`config.mk`:
```
export PLATFORM = sky130hd
export DESIGN_NAME = rr_mux16
export DESIGN_NICKNAME = d
export VERILOG_FILES = /design/src/rtl/rr_mux16.sv
export SDC_FILE = /design/constraint.sdc
export NUM_CORES = 1
export LEC_CHECK = 0
export BUFFER_PORTS_ARGS = -buffer_cell sky130_fd_sc_hd__buf_4
export CELL_PAD_IN_SITES_DETAIL_PLACEMENT = 1
export CELL_PAD_IN_SITES_GLOBAL_PLACEMENT = 2
export CORE_MARGIN = 2
export CORE_UTILIZATION = 28
export DETAILED_ROUTE_END_ITERATION = 16
export GPL_TIMING_DRIVEN = 0
export PLACE_DENSITY_LB_ADDON = 0.1
export SKIP_LAST_GASP = 1
export SLEW_MARGIN = 30
export SYNTH_ARGS = -nofsm -noshare
export SYNTH_HDL_FRONTEND = slang
export SYNTH_SLANG_ARGS = --single-unit
```
`constraint.sdc`:
```
create_clock -name clk -period 12.5 [get_ports clk]
set_input_delay 1.25 -clock clk [delete_from_list [all_inputs] [get_ports clk]]
set_output_delay 1.25 -clock clk [all_outputs]
set_load 0.02 [all_outputs]
```
`src/rtl/rr_mux16.sv`:
```
// Round-robin / forced-select N:1 multiplexer with a single registered output slot.
// in_ready is combinational; out_valid, out_data and out_chan come straight from registers.
module rr_mux16 #(
    parameter int unsigned WIDTH    = 16,
    parameter int unsigned CHANNELS = 8,
    parameter int unsigned SW       = $clog2(CHANNELS)
) (
    input  logic                      clk,
    input  logic                      rst_n,
    input  logic [CHANNELS-1:0]       in_valid,
    input  logic [CHANNELS*WIDTH-1:0] in_data,
    output logic [CHANNELS-1:0]       in_ready,
    input  logic                      mode,
    input  logic [SW-1:0]             sel,
    output logic                      out_valid,
    input  logic                      out_ready,
    output logic [WIDTH-1:0]          out_data,
    output logic [SW-1:0]             out_chan
);

    typedef enum logic {
        EMPTY = 1'b0,
        FULL  = 1'b1
    } state_t;

    state_t           state, state_n;
    logic [SW-1:0]    ptr, ptr_n;
    logic [SW-1:0]    chan_n;
    logic [WIDTH-1:0] data_n;
    logic [SW-1:0]    gnt_idx;
    logic [SW-1:0]    cand;
    logic             gnt_any;
    logic             can_load;
    logic             xfer;
    logic [WIDTH-1:0] data_sel;

    assign out_valid = (state == FULL);
    assign can_load  = (state == EMPTY) || out_ready;
    // Gating with rst_n keeps in_ready low while reset is held.
    assign xfer      = gnt_any && can_load && rst_n;

    // Arbitration: descending scan so the nearest valid channel after ptr wins.
    always_comb begin
        gnt_idx = '0;
        gnt_any = 1'b0;
        cand    = '0;
        if (mode) begin
            gnt_idx = sel;
            gnt_any = in_valid[sel];
        end else begin
            for (int i = int'(CHANNELS); i >= 1; i--) begin
                cand = ptr + SW'(i);
                if (in_valid[cand]) begin
                    gnt_idx = cand;
                    gnt_any = 1'b1;
                end
            end
        end
    end

    always_comb begin
        in_ready = '0;
        data_sel = '0;
        for (int c = 0; c < int'(CHANNELS); c++) begin
            if (gnt_idx == SW'(c)) begin
                in_ready[c] = xfer;
                data_sel    = in_data[c*WIDTH +: WIDTH];
            end
        end
    end

    // Next-state: load on transfer, drain when downstream takes the word.
    always_comb begin
        state_n = state;
        ptr_n   = ptr;
        data_n  = out_data;
        chan_n  = out_chan;
        case (state)
            EMPTY: if (xfer) state_n = FULL;
            FULL: begin
                if (xfer)           state_n = FULL;
                else if (out_ready) state_n = EMPTY;
            end
            default: state_n = EMPTY;
        endcase
        if (xfer) begin
            data_n = data_sel;
            chan_n = gnt_idx;
            ptr_n  = gnt_idx;
        end
    end

    always_ff @(posedge clk or negedge rst_n) begin
        if (!rst_n) begin
            state    <= EMPTY;
            ptr      <= SW'(CHANNELS - 1);
            out_data <= '0;
            out_chan <= '0;
        end else begin
            state    <= state_n;
            ptr      <= ptr_n;
            out_data <= data_n;
            out_chan <= chan_n;
        end
    end

endmodule

```
==> results.toml, run 1 <==
[outcome]
status = "completed"

[place]
placed_area_sq_mm = 0.004853
pre_cts_ws_ns = 6.127
io_buffers = 169
place.gp.congestion = 0.8231
place_hpwl_um = 12210
dp_cells = 701

[power_and_ir_drop]
powerDensity_mw_per_mm2 = 281.1
p_leak_nw = 2.104
vdd_drop_max_mv = 0.1229
total_power_mw = 1.387

[clock_tree]
cts.reportedPaths.clkPinSlew_ns = 0.08
postCtsHoldBufs = 0
cts_buffers = 3
clkSinkCount = 23
cts_tree = "done"
cts_root_buf = "clkbuf_16"
postCtsResizedCells = 0
htreeDepth = 1
worstSkewPairLatency_ns = 0.27
clock_path_buffers = 2
postCtsSetupRepairBufs = 0

[cells_and_area]
final_nets = 704
drive_gt1_share_pct = 46.77
area_delta_synth_final_pct = 45.14
finalNonFillerCells = 705
fin_area_sq_mm = 0.004936
num_antenna_cells = 0

[drt]
totalWireLength_um = 15430
dr.pass1.iters = 4
vias_per_cell = 5.562
drtAntennaViolNets = 0
wire_per_inst_um = 21.89
drt-initial-drc-count = 117
vias = 3921
drc = 0

[grt]
gr-total-overflow = 0
grt_pass1_wl_um = 24050
grt_pass1_vias = 4376
antenna_found_initial = 0
grt_max_degree = 25
track_usage_pct = 23.61

[synth]
synthesis.nets = 530
yosys.area_share.simple_pct = 19.65
yosys.area.top_type_share_pct = 14.72
yosysSeqAreaShare_pct = 17.03
avgSynthCellArea_sq_um = 8.833
synthXorXnorAreaFrac_pct = 1.766
netlist_area_sq_mm = 0.003401
synth_compound_area_share_pct = 25.94
synth_edf_count = 0
async_flop_share_pct = 100.0
synth_top_family_by_area = "multiplexers"
synthFlopType = "dfrtp_1"
syn_inst = 385
synth_mux_area_share_pct = 27.52
synthAdderAreaFrac_pct = 0.7358
synth_cell_types = 59
ys_top_cells_by_area = "dfrtp_1 (15%), mux4_2 (13%), mux2i_1 (6.5%)"
yosys_warnings = 0
synth_seq_cells = 23
synth_top_cell_by_area = "dfrtp_1"

[worst_setup_path]
path_max_fanout = 10
reg2reg_depth = 17
rrSetupSlack_ns = 7.11
path_class = "reg -> out"
critPathArrivalTime_ns = 5.52
cp-start-kind = "flip-flop"
reg2reg_to = "out_data[5]"
rr_startpoint = "ptr[0]"
end_kind = "output port"
crit_required_ns = 11.25

[die]
rows = 40
die_y_um = 114.2
num_io_pins = 171
die-area_sq_mm = 0.01304
initial_core_util_pct = 28.55
die_x_um = 114.2
coreArea_sq_mm = 0.01191

[timing]
setup_slack_ns = 5.726
fmax_ghz = 0.1476
rsz0062_at_grt = "no"
setup_viol = 0
relSlewSlack_pct = 44.35
period_share_pct = 54.20
hold_viol_final = 0
fin_tns_setup_ns = 0
slew_viol_final = 0
tightestPinTransition_ns = 0.8292
min_period_ns = 6.774
clock_skew_ns = 0.003961

[worst_hold_path]
hp-class = "reg -> reg"
hold_path_startpoint = "out_chan[0]"
hold-path-endpoint = "out_chan[0]"
hold_depth = 1

[run]
maxCapViolCount = 0
## layout by cell type, fill, tap and decap left out, types with 2 or more instances in the layout
| master | count |
|---|---|
| ha_1 | 2 |
| mux4_2 | 19 |
| a211oi_1 | 8 |
| a221oi_2 | 10 |
| xor2_1 | 2 |
| a31oi_1 | 11 |
| mux2_2 | 13 |
| buf_6 | 3 |
| o221ai_1 | 2 |
| clkbuf_16 | 3 |
| nor3_1 | 13 |
| nand2_1 | 23 |
| dfstp_2 | 3 |
| buf_4 | 176 |
| and2_1 | 6 |
| or3_1 | 20 |
| nor2_1 | 18 |
| nor2_4 | 2 |
| clkbuf_1 | 13 |
| a21boi_0 | 3 |
| a211oi_2 | 5 |
| o21a_1 | 5 |
| inv_1 | 7 |
| nand3_1 | 34 |
| a21oi_1 | 9 |
| mux2i_1 | 22 |
| dfrtp_1 | 20 |
| nand2b_1 | 4 |
| mux2_1 | 10 |
| buf_2 | 14 |
| a221o_1 | 2 |
| xnor2_1 | 3 |
| o21ai_1 | 10 |
| o211ai_1 | 7 |
| a22oi_1 | 9 |
| nand4_1 | 3 |
| a211o_1 | 2 |
| a221oi_1 | 3 |
| o21ai_0 | 17 |
## cell families after synthesis
logic type,after synthesis
AO/OA/AOI/OAI,112
XOR/XNOR,6
adder cells (fa/ha/maj),2
buffers and inverters,46
flip-flops,23
multiplexers,66
AND/OR/NAND/NOR,130
## state kept, by name, indices dropped and copies added, names as in the netlist
name,flops
out_data,16
out_chan,3
ptr,3
out_valid,1
## layout make-up
cell class / count / area (sq um)
Fill cell: 1466 / 6975
Multi-Input combinational cell: 316 / 2571
Timing Repair Buffer: 169 / 1269
Sequential cell: 23 / 579.3
Buffer: 38 / 220.2
Tap cell: 147 / 183.9
Clock buffer: 3 / 75.07
Inverter: 8 / 30.03
Clock inverter: 1 / 7.507
## stage by stage
| stage | utilization [%] | hold WS, ns |
|---|---|---|
| finish | 41.44 | 0.5152 |
| global route | 41.44 | 0.5293 |
| CTS | 41.44 | 0.5125 |
| detailed placement | 40.75 | 0.4893 |
| global placement | 40.75 | 0.4799 |
| floorplan | - | 0.6075 |
## cells in the mapped netlist, drive strengths merged, types with 3 or more instances
library cell and n:
a22oi 9, dfstp 3, mux2i 23, xnor2 3
nor2 21, nor3 14, a21boi 3, mux2 24
o21a 6, xor2 3, o21ai 29, a31oi 11
o211ai 7, and2 6, a21oi 9, clkbuf 13
or3 20, nand2b 4, a221oi 13, mux4 19
a211oi 13, nand3 34, dfrtp 20, nand2 23
inv 7, nand4 3, buf 25
## how the worst max path moves through the flow
stage,startpoint,endpoint,depth (start not counted)
floorplan,ptr[0],in_ready[0],17
global placement,ptr[0],in_ready[7],16
detailed placement,ptr[0],in_ready[7],16
CTS,ptr[0],in_ready[7],16
global route,ptr[0],in_ready[7],16
finish,ptr[0],in_ready[7],16
## power by group
part / leakage [nW] / switching (mW) / internal (mW)
Sequential: 0.262 / 0.0223 / 0.114
Combinational: 1.80 / 0.689 / 0.481
Clock: 0.0371 / 0.0367 / 0.0437
Total: 2.10 / 0.748 / 0.639
## metal layers
layer	GRT usage (%)	vias to the layer above	share of wire [%]
met3	5.823	15	7.1
met1	28.95	1928	41
met4	4.472	0	1.2
li1	-	1849	-
met5	0	-	0
met2	42.22	129	51
## critical path, cell delays in order, from the launching register on
cell	delay, ns
dfstp_2	0.57
buf_2	0.29
buf_4	0.27
buf_2	0.30
inv_1	0.22
ha_1	0.34
buf_4	0.17
buf_4	0.19
mux2_1	0.23
nor3_1	0.06
a211oi_2	0.46
mux2i_1	0.17
o21ai_1	0.67
nor2_4	0.18
buf_4	0.25
nor3_2	0.63
buf_4	0.27
(Power assumes the default switching activity.)
==> run 2: changes to the inputs <==
- CORE_UTILIZATION: 28 -> 23
- clock period: 12.5 -> 6.2 ns (I/O delays scaled with it)
==> run 2 against run 1 <==
  * Routed wire length is 3.7% higher
  * Sequential cell count stayed put
  * Core utilization decreased by 6.9 points
  * Clock skew up 0.0055 ns
  * Sequential share of layout area down 0.14 points
  * Largest power group unchanged
==> results.toml, run 2 (synthesis results as in run 1) <==
[worst_setup_path]
reg2reg_to = "out_data[5]"
reg2reg_depth = 16
crit_required_ns = 5.58
rr_startpoint = "ptr[0]"
path_class = "reg -> out"
rrSetupSlack_ns = 1.19
path_max_fanout = 10
critPathArrivalTime_ns = 5.19
end_kind = "output port"
cp-start-kind = "flip-flop"

[cells_and_area]
area_delta_synth_final_pct = 46.91
final_nets = 705
largest_reg_flops = 16
finalNonFillerCells = 743
num_antenna_cells = 0
drive_gt1_share_pct = 47.05
regMostFlops = "out_data"
layout_common_cells = "buf_4 (177), nand3_1 (34), nand2_1 (23), mux2i_1 (22)"
finish.utilization_pct = 34.51
layout_commonest_cell = "buf_4"
nFillCells = 1702
fin_area_sq_mm = 0.004996
largestRegisters = "out_data: 16 flops, out_chan: 3 flops, ptr: 3 flops"

[clock_tree]
clock_path_buffers = 2
worstSkewPairLatency_ns = 0.28
cts_root_buf = "clkbuf_16"
cts_buffers = 3
cts.reportedPaths.clkPinSlew_ns = 0.08
cts_tree = "done"
clkSinkCount = 23
postCtsHoldBufs = 0
htreeDepth = 1

[drt]
vias_per_cell = 5.277
totalWireLength_um = 16000
drt-initial-drc-count = 150
drc = 0
vias = 3921
wire_per_inst_um = 21.53
drtAntennaViolNets = 0
dr.pass1.iters = 4

[place]
pre_cts_ws_ns = 0.3308
place.gp.congestion = 0.9004
placed_area_sq_mm = 0.004900
io_buffers = 169
place_hpwl_um = 12750
dp_cells = 738

[grt]
grt_max_degree = 25
track_usage_pct = 19.89
gr-total-overflow = 0
grt_pass1_wl_um = 24520
grt_pass1_vias = 4272
antenna_found_initial = 0

[timing]
fmax_ghz = 0.1721
rsz0062_at_grt = "no"
fin_tns_setup_ns = 0
tightestPinTransition_ns = 0.6945
min_period_ns = 5.810
setup_viol = 0
period_share_pct = 93.71
hold_viol_final = 0
hold_ws_ns = 0.2457
slew_viol_final = 0
clock_skew_ns = 0.009497
relSlewSlack_pct = 53.45
setup_slack_ns = 0.3902

[power_and_ir_drop]
total_power_mw = 2.817
p_leak_nw = 2.111
powerDensity_mw_per_mm2 = 563.8
vdd_drop_max_mv = 0.2041

[die]
rows = 44
coreArea_sq_mm = 0.01448
die_x_um = 125.6
die-area_sq_mm = 0.01577
num_io_pins = 171
die_y_um = 125.6
initial_core_util_pct = 23.49

[worst_hold_path]
hp-class = "in -> async"

[outcome]
status = "completed"

[run]
maxCapViolCount = 0
-- run 2: cell types whose count changed in the layout (fill, tap and decap cells not counted) --
cell / previous run / this run
buf_4: 176 / 177
o21ai_2: 1 / 2
o21ai_1: 10 / 9
clkbuf_4: 0 / 1
buf_2: 14 / 13
-- run 2: power breakdown --
group	internal, mW	switching (mW)
clock	0.0882	0.0728
combinational	0.980	1.40
sequential	0.230	0.0430
-- run 2: cell type report --
type	count	area, sq um	area share (%)
Buffer	38	222.7	4.458
Clock buffer	3	75.07	1.503
Clock inverter	1	7.507	0.1503
Inverter	8	30.03	0.6011
Multi-Input combinational cell	316	2575	51.54
Sequential cell	23	579.3	11.60
Tap cell	184	230.2	4.608
Timing Repair Buffer	170	1276	25.54
-- run 2: repair_timing --
| action | CTS | global route |
|---|---|---|
| setup buffers | 0 | 1 |
| endpoints found under the setup margin | 0 | 3 |
| resized for setup | 0 | 2 |
| endpoints found under the hold margin | 0 | 0 |
-- run 2: how the worst max path moves through the flow --
stage,startpoint,to,cells past startpoint
floorplan,ptr[0],in_ready[0],17
global placement,ptr[0],in_ready[7],16
detailed placement,ptr[0],in_ready[7],16
CTS,ptr[0],in_ready[7],16
global route,ptr[0],in_ready[7],15
finish,ptr[0],in_ready[7],15
-- run 2: layer usage --
metal  up-vias  track usage, %  part of all wire, %
met3        10           5.563                  6.5
met5         -               0                    0
met4         0           3.007                  1.1
li1       1851               -                    -
met1      1947           23.89                   42
met2       113           35.96                   50
-- run 2: worst max-delay path, cell delays in order, from the launching register on --
cell      delay (ns)
dfstp_2         0.58
clkbuf_4        0.25
buf_4           0.23
buf_2           0.28
inv_1           0.19
ha_1            0.32
buf_4           0.17
buf_4           0.18
mux2_1          0.24
nor3_1          0.06
a211oi_2        0.46
nor2_1          0.11
a41oi_2         0.57
nand2b_1        0.33
nor3_2          0.66
buf_4           0.26
